===== src/rtl/axi_rd_arbiter.sv =====
// Round-robin arbiter sharing one AXI read address/data channel pair between the
// instruction-fetch and load requesters, with one single-beat transaction in flight.
module axi_rd_arbiter #(
  parameter int AXI_DATA_WIDTH = 64,
  parameter int AXI_ADDR_WIDTH = 32,
  parameter int AXI_ID_WIDTH   = 4
) (
  input  logic                      clk,
  input  logic                      rst,
  input  logic                      if_valid_i,
  input  logic [AXI_ADDR_WIDTH-1:0] if_addr_i,
  output logic                      if_ready_o,
  output logic [AXI_DATA_WIDTH-1:0] if_data_o,
  input  logic                      mem_valid_i,
  input  logic [AXI_ADDR_WIDTH-1:0] mem_addr_i,
  output logic                      mem_ready_o,
  output logic [AXI_DATA_WIDTH-1:0] mem_data_o,
  output logic                      rd_err_o,
  output logic [AXI_ID_WIDTH-1:0]   axi_ar_id_o,
  output logic [AXI_ADDR_WIDTH-1:0] axi_ar_addr_o,
  output logic                      axi_ar_valid_o,
  input  logic                      axi_ar_ready_i,
  input  logic [AXI_ID_WIDTH-1:0]   axi_r_id_i,
  input  logic [AXI_DATA_WIDTH-1:0] axi_r_data_i,
  input  logic [1:0]                axi_r_resp_i,
  input  logic                      axi_r_valid_i,
  output logic                      axi_r_ready_o
);

  typedef enum logic [1:0] {S_IDLE, S_AR, S_R, S_DONE} state_e;

  localparam logic [AXI_ID_WIDTH-1:0] ID_IF  = '0;
  localparam logic [AXI_ID_WIDTH-1:0] ID_MEM = AXI_ID_WIDTH'(1);

  state_e                    state_q, state_d;
  logic                      gnt_mem_q, gnt_mem_d;   // 1: MEM owns the transaction
  logic                      last_mem_q, last_mem_d; // 1: MEM was granted last
  logic [AXI_ADDR_WIDTH-1:0] ar_addr_q, ar_addr_d;
  logic [AXI_ID_WIDTH-1:0]   ar_id_q, ar_id_d;
  logic                      ar_valid_q, ar_valid_d;
  logic                      r_ready_q, r_ready_d;
  logic [AXI_DATA_WIDTH-1:0] if_data_q, if_data_d;
  logic [AXI_DATA_WIDTH-1:0] mem_data_q, mem_data_d;
  logic                      if_ready_q, if_ready_d;
  logic                      mem_ready_q, mem_ready_d;
  logic                      err_q, err_d;
  logic                      pick_mem;
  logic                      beat_hit;

  always_ff @(posedge clk or negedge rst) begin
    if (!rst) begin
      state_q <= S_IDLE;
    end else begin
      state_q <= state_d;
    end
  end

  always_ff @(posedge clk or negedge rst) begin
    if (!rst) begin
      gnt_mem_q   <= 1'b0;
      last_mem_q  <= 1'b0;
      ar_addr_q   <= '0;
      ar_id_q     <= '0;
      ar_valid_q  <= 1'b0;
      r_ready_q   <= 1'b0;
      if_data_q   <= '0;
      mem_data_q  <= '0;
      if_ready_q  <= 1'b0;
      mem_ready_q <= 1'b0;
      err_q       <= 1'b0;
    end else begin
      gnt_mem_q   <= gnt_mem_d;
      last_mem_q  <= last_mem_d;
      ar_addr_q   <= ar_addr_d;
      ar_id_q     <= ar_id_d;
      ar_valid_q  <= ar_valid_d;
      r_ready_q   <= r_ready_d;
      if_data_q   <= if_data_d;
      mem_data_q  <= mem_data_d;
      if_ready_q  <= if_ready_d;
      mem_ready_q <= mem_ready_d;
      err_q       <= err_d;
    end
  end

  always_comb begin
    state_d     = state_q;
    gnt_mem_d   = gnt_mem_q;
    last_mem_d  = last_mem_q;
    ar_addr_d   = ar_addr_q;
    ar_id_d     = ar_id_q;
    if_data_d   = if_data_q;
    mem_data_d  = mem_data_q;
    if_ready_d  = 1'b0;
    mem_ready_d = 1'b0;
    err_d       = 1'b0;
    // On a tie the requester not granted last wins
    pick_mem    = mem_valid_i && (!if_valid_i || !last_mem_q);
    beat_hit    = axi_r_valid_i && (axi_r_id_i == ar_id_q);

    case (state_q)
      S_IDLE: begin
        if (if_valid_i || mem_valid_i) begin
          gnt_mem_d  = pick_mem;
          last_mem_d = pick_mem;
          ar_addr_d  = pick_mem ? mem_addr_i : if_addr_i;
          ar_id_d    = pick_mem ? ID_MEM : ID_IF;
          state_d    = S_AR;
        end
      end
      S_AR: begin
        if (axi_ar_ready_i) begin
          state_d = S_R;
        end
      end
      S_R: begin
        // Beats with a foreign ID are accepted (r_ready high) and dropped
        if (beat_hit) begin
          if (gnt_mem_q) begin
            mem_data_d  = axi_r_data_i;
            mem_ready_d = 1'b1;
          end else begin
            if_data_d  = axi_r_data_i;
            if_ready_d = 1'b1;
          end
          err_d   = (axi_r_resp_i != 2'b00);
          state_d = S_DONE;
        end
      end
      S_DONE: begin
        state_d = S_IDLE;
      end
      default: begin
        state_d = S_IDLE;
      end
    endcase

    ar_valid_d = (state_d == S_AR);
    r_ready_d  = (state_d == S_R);
  end

  assign if_ready_o     = if_ready_q;
  assign if_data_o      = if_data_q;
  assign mem_ready_o    = mem_ready_q;
  assign mem_data_o     = mem_data_q;
  assign rd_err_o       = err_q;
  assign axi_ar_id_o    = ar_id_q;
  assign axi_ar_addr_o  = ar_addr_q;
  assign axi_ar_valid_o = ar_valid_q;
  assign axi_r_ready_o  = r_ready_q;

endmodule


===== config.mk =====
export PLATFORM = sky130hd
export DESIGN_NAME = axi_rd_arbiter
export DESIGN_NICKNAME = d
export VERILOG_FILES = /design/src/rtl/axi_rd_arbiter.sv
export SDC_FILE = /design/constraint.sdc
export NUM_CORES = 1
export LEC_CHECK = 0
export ABC_AREA = 0
export CORE_MARGIN = 1
export CORE_UTILIZATION = 43
export CTS_BUF_LIST = sky130_fd_sc_hd__clkbuf_4
export DETAILED_ROUTE_END_ITERATION = 6
export GPL_ROUTABILITY_DRIVEN = 0
export PLACE_DENSITY = 0.82
export SLEW_MARGIN = 30
export SYNTH_ARGS = -nofsm -noshare
export SYNTH_HDL_FRONTEND = slang
export SYNTH_SLANG_ARGS = --single-unit

===== constraint.sdc =====
create_clock -name clk -period 2.4 [get_ports clk]
set_input_delay 0.48 -clock clk [delete_from_list [all_inputs] [get_ports clk]]
set_output_delay 0.48 -clock clk [all_outputs]
set_load 0.005 [all_outputs]

### Word-level counts from Yosys, hierarchy flattened

Index checks and enable logic that the tools add are counted.

| operators by class | value |
|---|---|
| multiplexer cells | 14 |
| reductions and logical operators | 11 |
| bitwise gates (word level) | 1 |
| equal/unequal tests | 6 |

Operator list:

| kind | number |
|---|---|
| 32-bit 2-to-1 mux | 1 |
| 1-bit 2-to-1 mux | 9 |
| 2-bit case mux with 4 select lines | 1 |
| 2-bit equality test (second input constant) | 3 |
| 2-bit 2-to-1 mux | 3 |
| 3-bit AND reduction | 2 |
| 2-bit by 1-bit equality test with 1-bit output (second input constant) | 2 |
| 4-bit equality test | 1 |
| 1-bit logical AND | 2 |
| 1-bit zero test | 2 |
| 2-bit zero test | 1 |
| 1-bit logical OR | 2 |
| 2-bit AND reduction | 1 |
| 2-bit nonzero test | 1 |
| 1-bit inverter | 1 |

| word-level totals | value |
|---|---|
| input port bits | 140 |
| register bits | 172 |
| output and inout bits | 169 |
| word-level logic and storage cells | 43 |

### Longest topological paths before layout

| depth | value |
|---|---|
| depth in word-level cells | 5 |
| depth in mapped cells | 6 |
| depth with buffers taken out | 3 |

### Worst setup path after synthesis

Ideal clock, no wire load.

| path | value |
|---|---|
| path kind | input port to flip-flop |
| start point | input port axi_r_id_i[1] |
| end point | register if_data_q[10] (netlist: if_data_o[10]) |
| path buffers | 2 |
| setup time | 125 ps |
| arrival | 2119 ps |
| required time | 2275 ps |
| stages | 5 |
| setup slack | 156 ps |
| cells stage by stage | or4b_4 -> or4_4 -> buf_6 -> buf_12 -> mux2_4 |

| on the way | value |
|---|---|
| word-level cells in the longest chain between the ends | 3 |

Ends and longest elaborated chain:

| item | RTL line | source |
|---|---|---|
| start: declaration | 23 | `input logic [AXI_ID_WIDTH-1:0] axi_r_id_i,` |
| 4-bit equality test | 99 | `beat_hit = axi_r_valid_i && (axi_r_id_i == ar_id_q);` |
| 1-bit logical AND | 99 |  |
| 3-bit AND reduction (no line) | n/a |  |
| end signal: assignment | 78 | `if_data_q <= if_data_d;` |
| end: declaration | 42 | `logic [AXI_DATA_WIDTH-1:0] if_data_q, if_data_d;` |

Every way passes these cells.
A chain may end at the register's enable or synchronous reset.

### Worst setup path after layout

| path | value |
|---|---|
| start point | input port axi_r_id_i[3] |
| end point | register if_data_q[32] (netlist: if_data_o[32]) |

Same word-level chain as after synthesis.

==> summary.txt <==
Global routing
  • Grt peak-use layer: met2
  • Number of global-route vias before repair: 5302
  • Gr usage total: 22.8%
  • Met2 Track Usage GR: 39.5%
  • Met3 usage: 6.65%
  • GR met1 Demand/Resource: 27.0%
  • Grt ovf: 0
  • Pin count of the biggest net entering global routing: 60
  • Initial antenna violation count: 0
  • First-pass GRT wire length: 28600 um

Timing
  • Rel. slew slack: 66.2%
  • Setup TNS: 0 ns
  • Final number of setup-violating endpoints: 0
  • Final Slew Violations: 0
  • Hold Slack: 0.432 ns
  • Unrepaired setup endpoints after global routing: false
  • Final worst-path cycle share: 90.3%
  • Fin crit period: 2.17 ns
  • Maximum clock frequency: 0.462 GHz
  • Fin. Hold Viols: 0
  • Least-Margin Pin Slew: 0.508 ns
  • Final setup skew: 0.0223 ns
  • Post-route setup slack: 0.233 ns

Clocking
  • Resize count post-CTS: 0
  • CTS tree: built
  • Post-CTS setup buffers: 0
  • Worst-skew pair later-pin latency: 0.53 ns
  • CTS clk-pin slew, worst paths: 0.15 ns
  • Root buf cell: clkbuf_4
  • CTS Buf Count: 17
  • Clock Sink Count: 168
  • CTS max path bufs: 2
  • # hold bufs at CTS: 1
  • H-tree depth: 4

Power
  • Final Power: 9.11 mW
  • Leak: 4.84 nW
  • Power Dens Cells: 870 nW/um^2
  • Peak supply drop: 0.513 mV

Synth
  • Most used DFF post-synth: dfrtp_1
  • Leading area contributor after synthesis: dfrtp_1
  • Cells after Synth: 486
  • Register area share after synthesis: 61.0%
  • Ranking of synthesized cells by area: dfrtp_1 (61%), mux2_4 (13%), mux2_2 (11%), nand2_1 (3.6%), a31oi_1 (3.0%)
  • Cell variety after synth: 26
  • Fraction of registers with async set or reset after synthesis: 100%
  • Synth top area share: 61.0%
  • Syn Area/Cell: 14.2 um^2
  • #FFs+latches synth: 168
  • Cell area after synthesis: 6890 um^2
  • Yosys warns: 0
  • Post-synth EDFFs: 0
  • Count leader, synth: dfrtp_1
  • Commonest cells in the synthesized netlist: dfrtp_1 (168), mux2_2 (68), nand2_1 (67), mux2_4 (60)

Drt
  • Vias per std cell: 4.97
  • Vias: 5053
  • DR DRC count: 0
  • Detailed Routing Iterations Pass 1: 4
  • WL per Instance: 18.1 um
  • DRT Wirelength: 18400 um
  • Routed Antenna Nets: 0
  • Starting DRT DRC Count: 231

Worst setup path
  • Startpoint Class: input port
  • Worst Setup End Kind: flip-flop
  • Critical Path RT: 2.82 ns
  • Worst Path Arrival: 2.58 ns
  • Worst Path Max Fanout: 29
  • Crit path kind: in2reg

Finish
  • NumNets Final: 933
  • Area grow syn2layout: 52.0%
  • Fin util: 67.9%
  • Layout cells sized above 1: 22.7%
  • Post-route design area: 10500 um^2
  • Finished Layout Cells: 1017
  • # fillers: 1104
  • ANT cells: 0

Hold path
  • Hold crit path type: in2async

Floorplan
  • Die Y: 129 um
  • Core ar.: 15400 um^2
  • Die ar.: 16500 um^2
  • Initial Util: 44.7%
  • Num ports: 309
  • Die Wd: 129 um
  • Num rows: 45

Placement
  • Placement Cell Area: 10200 um^2
  • Port-buffer cells: 305
  • Placed Cells: 984
  • Pre-CTS WS: -0.339 ns
  • DP Wirelength: 14000 um

Run
  • Max-Cap Viols: 0

Outcome
  • Outcome: completed
## where the power goes
group          internal [mW]  total [mW]  leakage [nW]  switching (mW)
Sequential              3.59        4.08          2.21           0.488
Clock                  0.640        1.67         0.149            1.03
Combinational           2.18        3.36          2.48            1.18
Total                   6.41        9.11          4.84            2.70
## cell usage in the layout, fill, tap and decap left out, drive strengths merged
cell | Yosys | final
o21ai | 3 | 3
or4 | 1 | 1
nand3b | 1 | 1
clkbuf | 18 | 17
conb | 1 | 3
buf | 18 | 17
mux2 | 128 | 128
a21bo | 1 | 1
nor2 | 5 | 5
dlygate4sd3 | 0 | 1
clkinvlp | 0 | 3
inv | 0 | 6
a21oi | 33 | 33
or4b | 1 | 1
dfrtp | 168 | 168
clkinv | 0 | 4
a21boi | 1 | 1
nand2b | 1 | 1
clkdlybuf4s50 | 0 | 304
a31oi | 33 | 33
nand2 | 67 | 67
or3 | 1 | 1
nor3 | 1 | 1
bufinv | 0 | 2
or2 | 1 | 1
and2 | 1 | 1
xor2 | 1 | 1
nor4 | 1 | 1
## logic make-up (layout without fill, tap and decap cells)
group	Yosys count	after routing	share of synthesized area, %
compound gates	71	71	5.87
xor+xnor	1	1	0.127
simple gates	81	81	4.92
buf+inv	36	354	3.83
flops	168	168	61.0
mux	128	128	24.2
other cells	1	3	0.0544
## critical path: stages
cell	delay [ns]
clkdlybuf4s50_1	0.44
or4b_4	0.54
or4_4	0.56
buf_12	0.21
mux2_4	0.32
## metal layers
layer  vias up  share of wire (%)  wire, um
met4         0                1.9       356
li1       2310                  -         -
met5         -                  0         0
met2       238                 50      9280
met1      2481                 40      7310
met3        24                8.1      1490
## flip-flops by register name, indices dropped and copies added, names as in the netlist
register / count
axi_ar_addr_o: 32
axi_ar_valid_o: 1
axi_r_ready_o: 1
if_data_o: 64
if_ready_o: 1
last_mem_q: 1
mem_data_o: 64
mem_ready_o: 1
rd_err_o: 1
state_q: 2
## path summary, 6_finish.rpt
check                                           start                            end  slack (ns)  cells after the start
min in group clk                       mem_addr_i[18]  axi_ar_addr_o[18]$_DFFE_PN0P_        0.49                      3
setup reg to reg                 state_q[0]$_DFF_PN0_      if_data_o[32]$_DFFE_PN0P_        0.55                      4
hold / removal                                    rst     mem_data_o[16]$_DFFE_PN0P_        0.43                      2
hold reg to reg            mem_data_o[63]$_DFFE_PN0P_     mem_data_o[63]$_DFFE_PN0P_        0.52                      1
max in group asynchronous                         rst           if_ready_o$_DFF_PN0_        1.23                      3
setup / recovery                        axi_r_id_i[3]      if_data_o[32]$_DFFE_PN0P_        0.23                      5
## area by class of cell
class | count | area, um^2 | area share (%)
multi-input cells | 284 | 2440 | 23.3
clock inverters | 15 | 164 | 1.57
flip-flops and latches | 168 | 4200 | 40.1
repair buffers | 322 | 3270 | 31.2
well taps | 211 | 264 | 2.52
clock buffers | 17 | 128 | 1.22
Power figures use the tool's default switching activity.
